## src/rtl/mem_port_arbiter.sv

```systemverilog
// Two-port arbiter sharing one Wishbone classic master.
// Port A fetches, port B loads/stores; each grant is one line-wide cycle.
module mem_port_arbiter #(
   parameter int CACHE_WIDTH = 128,
   parameter int RETRY_LIMIT = 4
) (
   input  logic                     clk,
   input  logic                     rst,
   input  logic                     valid_a,
   input  logic [31:0]              addr_a,
   output logic [31:0]              dataout_a,
   output logic                     ready_a,
   output logic                     err_a,
   input  logic                     valid_b,
   input  logic [31:0]              addr_b,
   input  logic [31:0]              datain_b,
   input  logic                     wr_b,
   output logic [31:0]              dataout_b,
   output logic                     ready_b,
   output logic                     err_b,
   output logic [31:0]              wb_adr_o,
   output logic [CACHE_WIDTH-1:0]   wb_dat_o,
   input  logic [CACHE_WIDTH-1:0]   wb_dat_i,
   output logic                     wb_we_o,
   output logic [CACHE_WIDTH/8-1:0] wb_sel_o,
   output logic                     wb_stb_o,
   input  logic                     wb_ack_i,
   input  logic                     wb_err_i,
   input  logic                     wb_rty_i,
   output logic                     wb_cyc_o
);

   localparam int SEL_WIDTH = CACHE_WIDTH / 8;
   localparam int OFF_BITS  = $clog2(SEL_WIDTH);
   localparam int LANES     = CACHE_WIDTH / 32;
   localparam logic [3:0] LIMIT = 4'(RETRY_LIMIT);

   typedef enum logic [1:0] {IDLE, BUS, BACKOFF, RESP} state_t;

   state_t        state_q, state_d;
   logic          port_q, port_d;
   logic          last_q, last_d;
   logic          we_q, we_d;
   logic          err_q, err_d;
   logic [3:0]    retry_q, retry_d;
   logic [31:0]   addr_q, addr_d;
   logic [31:0]   wdata_q, wdata_d;
   logic [31:0]   douta_q, douta_d;
   logic [31:0]   doutb_q, doutb_d;

   logic                gnt_b;
   logic                bus_act;
   logic [OFF_BITS-1:0] word_off;
   logic [31:0]         rd_word;

   assign word_off = addr_q[OFF_BITS-1:0] >> 2;
   assign rd_word  = wb_dat_i[32*word_off +: 32];
   assign bus_act  = (state_q == BUS);

   // Bus outputs are decoded from the latched request while in BUS.
   always_comb begin
      wb_cyc_o = bus_act;
      wb_stb_o = bus_act;
      wb_we_o  = bus_act & we_q;
      wb_adr_o = '0;
      wb_sel_o = '0;
      wb_dat_o = '0;
      if (bus_act) begin
         wb_adr_o = addr_q & ~32'(SEL_WIDTH - 1);
         wb_sel_o = SEL_WIDTH'(4'hF) << (4 * word_off);
         if (we_q)
            wb_dat_o = {LANES{wdata_q}};
      end
   end

   assign ready_a   = (state_q == RESP) & ~port_q;
   assign ready_b   = (state_q == RESP) &  port_q;
   assign err_a     = ready_a & err_q;
   assign err_b     = ready_b & err_q;
   assign dataout_a = douta_q;
   assign dataout_b = doutb_q;

   // Next-state: arbitration, termination handling, retry accounting.
   always_comb begin
      state_d = state_q;
      port_d  = port_q;
      last_d  = last_q;
      we_d    = we_q;
      err_d   = err_q;
      retry_d = retry_q;
      addr_d  = addr_q;
      wdata_d = wdata_q;
      douta_d = douta_q;
      doutb_d = doutb_q;
      gnt_b   = 1'b0;
      unique case (state_q)
         IDLE: begin
            if (valid_a || valid_b) begin
               gnt_b   = valid_b & (~valid_a | ~last_q);
               port_d  = gnt_b;
               last_d  = gnt_b;
               addr_d  = gnt_b ? addr_b : addr_a;
               wdata_d = gnt_b ? datain_b : 32'd0;
               we_d    = gnt_b & wr_b;
               retry_d = 4'd0;
               err_d   = 1'b0;
               state_d = BUS;
            end
         end
         BUS: begin
            if (wb_ack_i) begin
               if (!we_q) begin
                  if (port_q) doutb_d = rd_word;
                  else        douta_d = rd_word;
               end
               state_d = RESP;
            end else if (wb_err_i) begin
               err_d   = 1'b1;
               state_d = RESP;
            end else if (wb_rty_i) begin
               retry_d = retry_q + 4'd1;
               if (retry_d == LIMIT) begin
                  err_d   = 1'b1;
                  state_d = RESP;
               end else begin
                  state_d = BACKOFF;
               end
            end
         end
         BACKOFF: state_d = BUS;
         RESP:    state_d = IDLE;
         default: state_d = IDLE;
      endcase
   end

   // State and datapath registers with synchronous reset.
   always_ff @(posedge clk) begin
      if (rst) begin
         state_q <= IDLE;
         port_q  <= 1'b0;
         last_q  <= 1'b0;
         we_q    <= 1'b0;
         err_q   <= 1'b0;
         retry_q <= 4'd0;
         addr_q  <= 32'd0;
         wdata_q <= 32'd0;
         douta_q <= 32'd0;
         doutb_q <= 32'd0;
      end else begin
         state_q <= state_d;
         port_q  <= port_d;
         last_q  <= last_d;
         we_q    <= we_d;
         err_q   <= err_d;
         retry_q <= retry_d;
         addr_q  <= addr_d;
         wdata_q <= wdata_d;
         douta_q <= douta_d;
         doutb_q <= doutb_d;
      end
   end

endmodule

```

## config.mk

```make
export PLATFORM = sky130hd
export DESIGN_NAME = mem_port_arbiter
export DESIGN_NICKNAME = d
export VERILOG_FILES = /design/src/rtl/mem_port_arbiter.sv
export SDC_FILE = /design/constraint.sdc
export NUM_CORES = 1
export LEC_CHECK = 0
export ABC_AREA = 1
export CORE_AREA = 3 3 186 188
export CTS_BUF_LIST = sky130_fd_sc_hd__clkbuf_2
export CTS_CLUSTER_SIZE = 40
export DETAILED_ROUTE_END_ITERATION = 10
export DIE_AREA = 0 0 189 191
export PLACE_DENSITY = 0.64
export SLEW_MARGIN = 5
export SYNTH_ARGS = -nofsm -noshare
export SYNTH_HDL_FRONTEND = slang
export SYNTH_SLANG_ARGS = --single-unit
```

## constraint.sdc

```tcl
create_clock -name clk -period 2.42 [get_ports clk]
set_input_delay 0.726 -clock clk [delete_from_list [all_inputs] [get_ports clk]]
set_output_delay 0.726 -clock clk [all_outputs]
set_load 0.05 [all_outputs]
```

==> impl_metrics.py <==
metrics = {
    "status": {
        "status": "finished with violations",
        "violations": "negative setup slack",
    },
    "sta": {
        "setup_viol": 173,
        "worstMarginPinSlew_ns": 0.965,
        "post-route-period-util": 1.14,
        "drv_slew": 0,
        "fmax_mhz": 361,
        "maxSlewHeadroom": 0.356,
        "setup_ws_ns": -0.350,
        "tns_ns": -47.26,
        "hold_viol": 0,
        "fin_crit_ns": 2.77,
        "rsz0062_at_grt": "yes",
        "clock_skew_ns": 0.0373,
    },
    "die": {
        "die_width_um": 189,
        "dieArea_mm2": 0.0361,
        "core_mm2": 0.0333,
        "dieHeight_um": 191,
        "start_util": 0.214,
        "ios": 479,
        "core.rowCount": 67,
    },
    "detailed_routing": {
        "via_per_inst": 4.32,
        "routed_wl_um": 29800,
        "antenna_left": 0,
        "vias": 8109,
        "firstDrtPassIters": 5,
        "drt_iter0_drc": 266,
        "drc": 0,
        "avgRoutedWirePerCell_um": 15.9,
    },
    "grt": {
        "grt_usage": 0.157,
        "grt_pass1_vias": 8058,
        "grt_overflow": 0,
        "antenna_found_initial": 1,
        "grt_first_pass_wirelength_um": 44400,
        "grt_max_degree": 64,
    },
    "power_and_ir_drop": {
        "vdd_drop_max_uv": 258,
        "power_density_mw_per_mm2": 450,
        "p_leak_nw": 5.37,
    },
    "placed_design": {
        "dp_cells": 1817,
        "post-place-ws_ns": 0.0652,
        "numPortBuffers": 470,
        "gp_congestion": 0.821,
        "dp_hpwl_um": 22400,
    },
    "final_layout": {
        "nets": 1650,
        "fill_cells": 3302,
        "areaGrowthSynthToFinish_pct": 94.9,
        "final_cells": 1878,
        "drive_gt1_frac": 0.300,
    },
    "clock_tree": {
        "clk_latency_ns": 0.71,
        "cts_buffers": 17,
        "cts_tree": "built",
        "ctsRootBufferMaster": "clkbuf_2",
        "path_clk_slew_ns": 0.22,
        "cts.sinks": 135,
        "cts-htree-levels": 4,
        "cts_buffer_depth": 2,
        "hold_buffers": 0,
    },
    "synthesis": {
        "syn-cell-area_mm2": 0.00714,
        "synth_edf_count": 0,
        "async_flop_share": 0,
        "ys_seq_area_frac": 0.379,
        "synth_ff_type": "dfxtp_1",
        "avgSynthCellArea_um2": 6.86,
        "ys_types": 27,
        "ys_warn_count": 0,
        "syn_inst": 1041,
        "synth-seq-cells": 135,
    },
    "setup_path": {
        "worstPathCellList": "nor2_4 -> inv_4 -> nor2_4 -> buf_12 -> inv_6 -> nor2_4 -> buf_4",
        "critPathBufInv": 4,
        "worstReg2RegStart": "addr_q[3]",
        "crit-reg2reg-capture": "dataout_a[5]",
        "critPathKind": "flip-flop to output pin",
        "cp.required_ns": 1.69,
        "cp-end-kind": "output pin",
        "reg2reg_depth": 8,
        "cp_max_fo": 5,
        "cp_num_cells": 7,
        "path_delay_family": "buffers and inverters",
        "crit_path_end": "wb_dat_o[88]",
        "max_stage_delay_ns": 0.40,
        "start_kind": "flip-flop",
        "cp_data_arrival_time_ns": 2.04,
        "critical_path.startpoint": "state_q[1]",
        "critical_path.most_common_cell": "nor2_4",
        "reg2reg_slack_ns": 0.28,
        "cp_slowest_cell": "dfxtp_2",
    },
    "run": {
        "cap_violations": 0,
    },
    "hold_path": {
        "hold_path_class": "flip-flop to flip-flop",
    },
}
==> placed cells by master (no fill, tap or decap), types with 4 or more instances in the layout <==
cell type and count:
clkdlybuf4s50_1 227, buf_8 15, nor2_4 61, inv_1 62, nand2_1 180, buf_6 46
nor2_2 11, o21ai_1 22, dfxtp_1 131, a31oi_1 30, nand3_1 57, o21ai_0 97
conb_1 4, clkdlybuf4s15_2 58, nor3_4 6, buf_2 4, inv_6 6, a21oi_1 17
inv_2 5, a22oi_1 32, buf_12 117, nor2_1 135, clkbuf_2 17, buf_4 58
==> Yosys cell counts (5+ instances only) <==
| master | number | area share |
|---|---|---|
| nor2_1 | 202 | 0.11 |
| nand2_1 | 181 | 0.095 |
| dfxtp_1 | 135 | 0.38 |
| buf_4 | 113 | 0.12 |
| o21ai_0 | 97 | 0.068 |
| inv_1 | 63 | 0.033 |
| nand3_1 | 57 | 0.040 |
| buf_2 | 34 | 0.024 |
| a22oi_1 | 32 | 0.034 |
| a31oi_1 | 30 | 0.026 |
| clkbuf_1 | 22 | 0.012 |
| o21ai_1 | 22 | 0.015 |
| a21oi_1 | 17 | 0.012 |
| buf_6 | 6 | 0.0095 |
| inv_2 | 5 | 0.0026 |
| nor3_1 | 5 | 0.0035 |
==> registers in the layout, summed over array words and instances, names as in the netlist <==
name       count
addr_q        30
dataout_a     32
dataout_b     32
err_q          1
last_q         1
retry_q        4
state_q        2
wdata_q       32
we_q           1
==> where the power goes <==
part / total, mW / switching [mW] / internal (mW)
combinational: 2.31 / 1.31 / 1.00
clock: 1.47 / 0.975 / 0.500
sequential: 2.48 / 0.0833 / 2.39
==> tightest hold or removal path, cell delays in order, from the launching register on <==
cell and delay [ns]:
dfxtp_1 0.36, nand2_1 0.06, a21oi_1 0.06
==> area by class of cell <==
cell class	instances	area (um2)	area share
timing repair inverter	2	20.0	0.00144
clock inverter	15	169	0.0121
clock buffer	17	85.1	0.00612
multi-input combinational	660	3510	0.253
antenna	1	2.50	0.000180
timing repair buffer	528	6550	0.471
inverter	72	293	0.0211
sequential	135	2710	0.195
tap	448	561	0.0403
==> cell families (layout without fill, tap and decap cells) <==
| group | count (synthesis) | in the layout | synth area share |
|---|---|---|---|
| compound gates | 200 | 200 | 0.158 |
| fa+ha+maj | 2 | 2 | 0.00351 |
| buf+inv | 249 | 634 | 0.203 |
| flops | 135 | 135 | 0.379 |
| other cells | 1 | 5 | 0.000525 |
| simple gates | 454 | 454 | 0.256 |
==> worst min path at each step <==
| stage | slack (ns) | cells after the start | from | to |
|---|---|---|---|---|
| final | 0.48 | 2 | wdata_q[1] | wdata_q[1] |
| after global placement | 0.45 | 2 | wdata_q[6] | wdata_q[6] |
| after detailed placement | 0.46 | 2 | wdata_q[4] | wdata_q[4] |
| after global routing | 0.40 | 3 | datain_b[5] | wdata_q[5] |
| after floorplan | 0.44 | 2 | wdata_q[0] | wdata_q[0] |
| after CTS | 0.40 | 3 | datain_b[2] | wdata_q[2] |
==> per-stage QoR <==
stage	power (mW)	instance area (um2)	utilization	hold slack, ns
after global placement	4.68	12700	0.382	0.451
final	6.26	13900	0.418	0.483
after floorplan	3.71	7760	-	0.445
after CTS	6.35	13800	0.414	0.396
after detailed placement	4.70	12700	0.382	0.456
after global routing	6.62	13900	0.418	0.399
==> what timing repair did <==
action                     4_1_cts  5_1_grt
cloned                           4        0
pin swaps                       22        7
setup endpoints to repair      241      182
buffers inserted                22        3
resized for setup              277       42
hold endpoints to repair         0        0
==> layer usage <==
layer,track usage,wire length (um),up-vias,share of wire
met5,0,0,-,0
met4,0.0630,903,0,0.030
met3,0.0508,2500,43,0.084
met2,0.284,15200,364,0.51
met1,0.170,11100,3723,0.37
li1,-,-,3979,-
(Power assumes the default switching activity.)
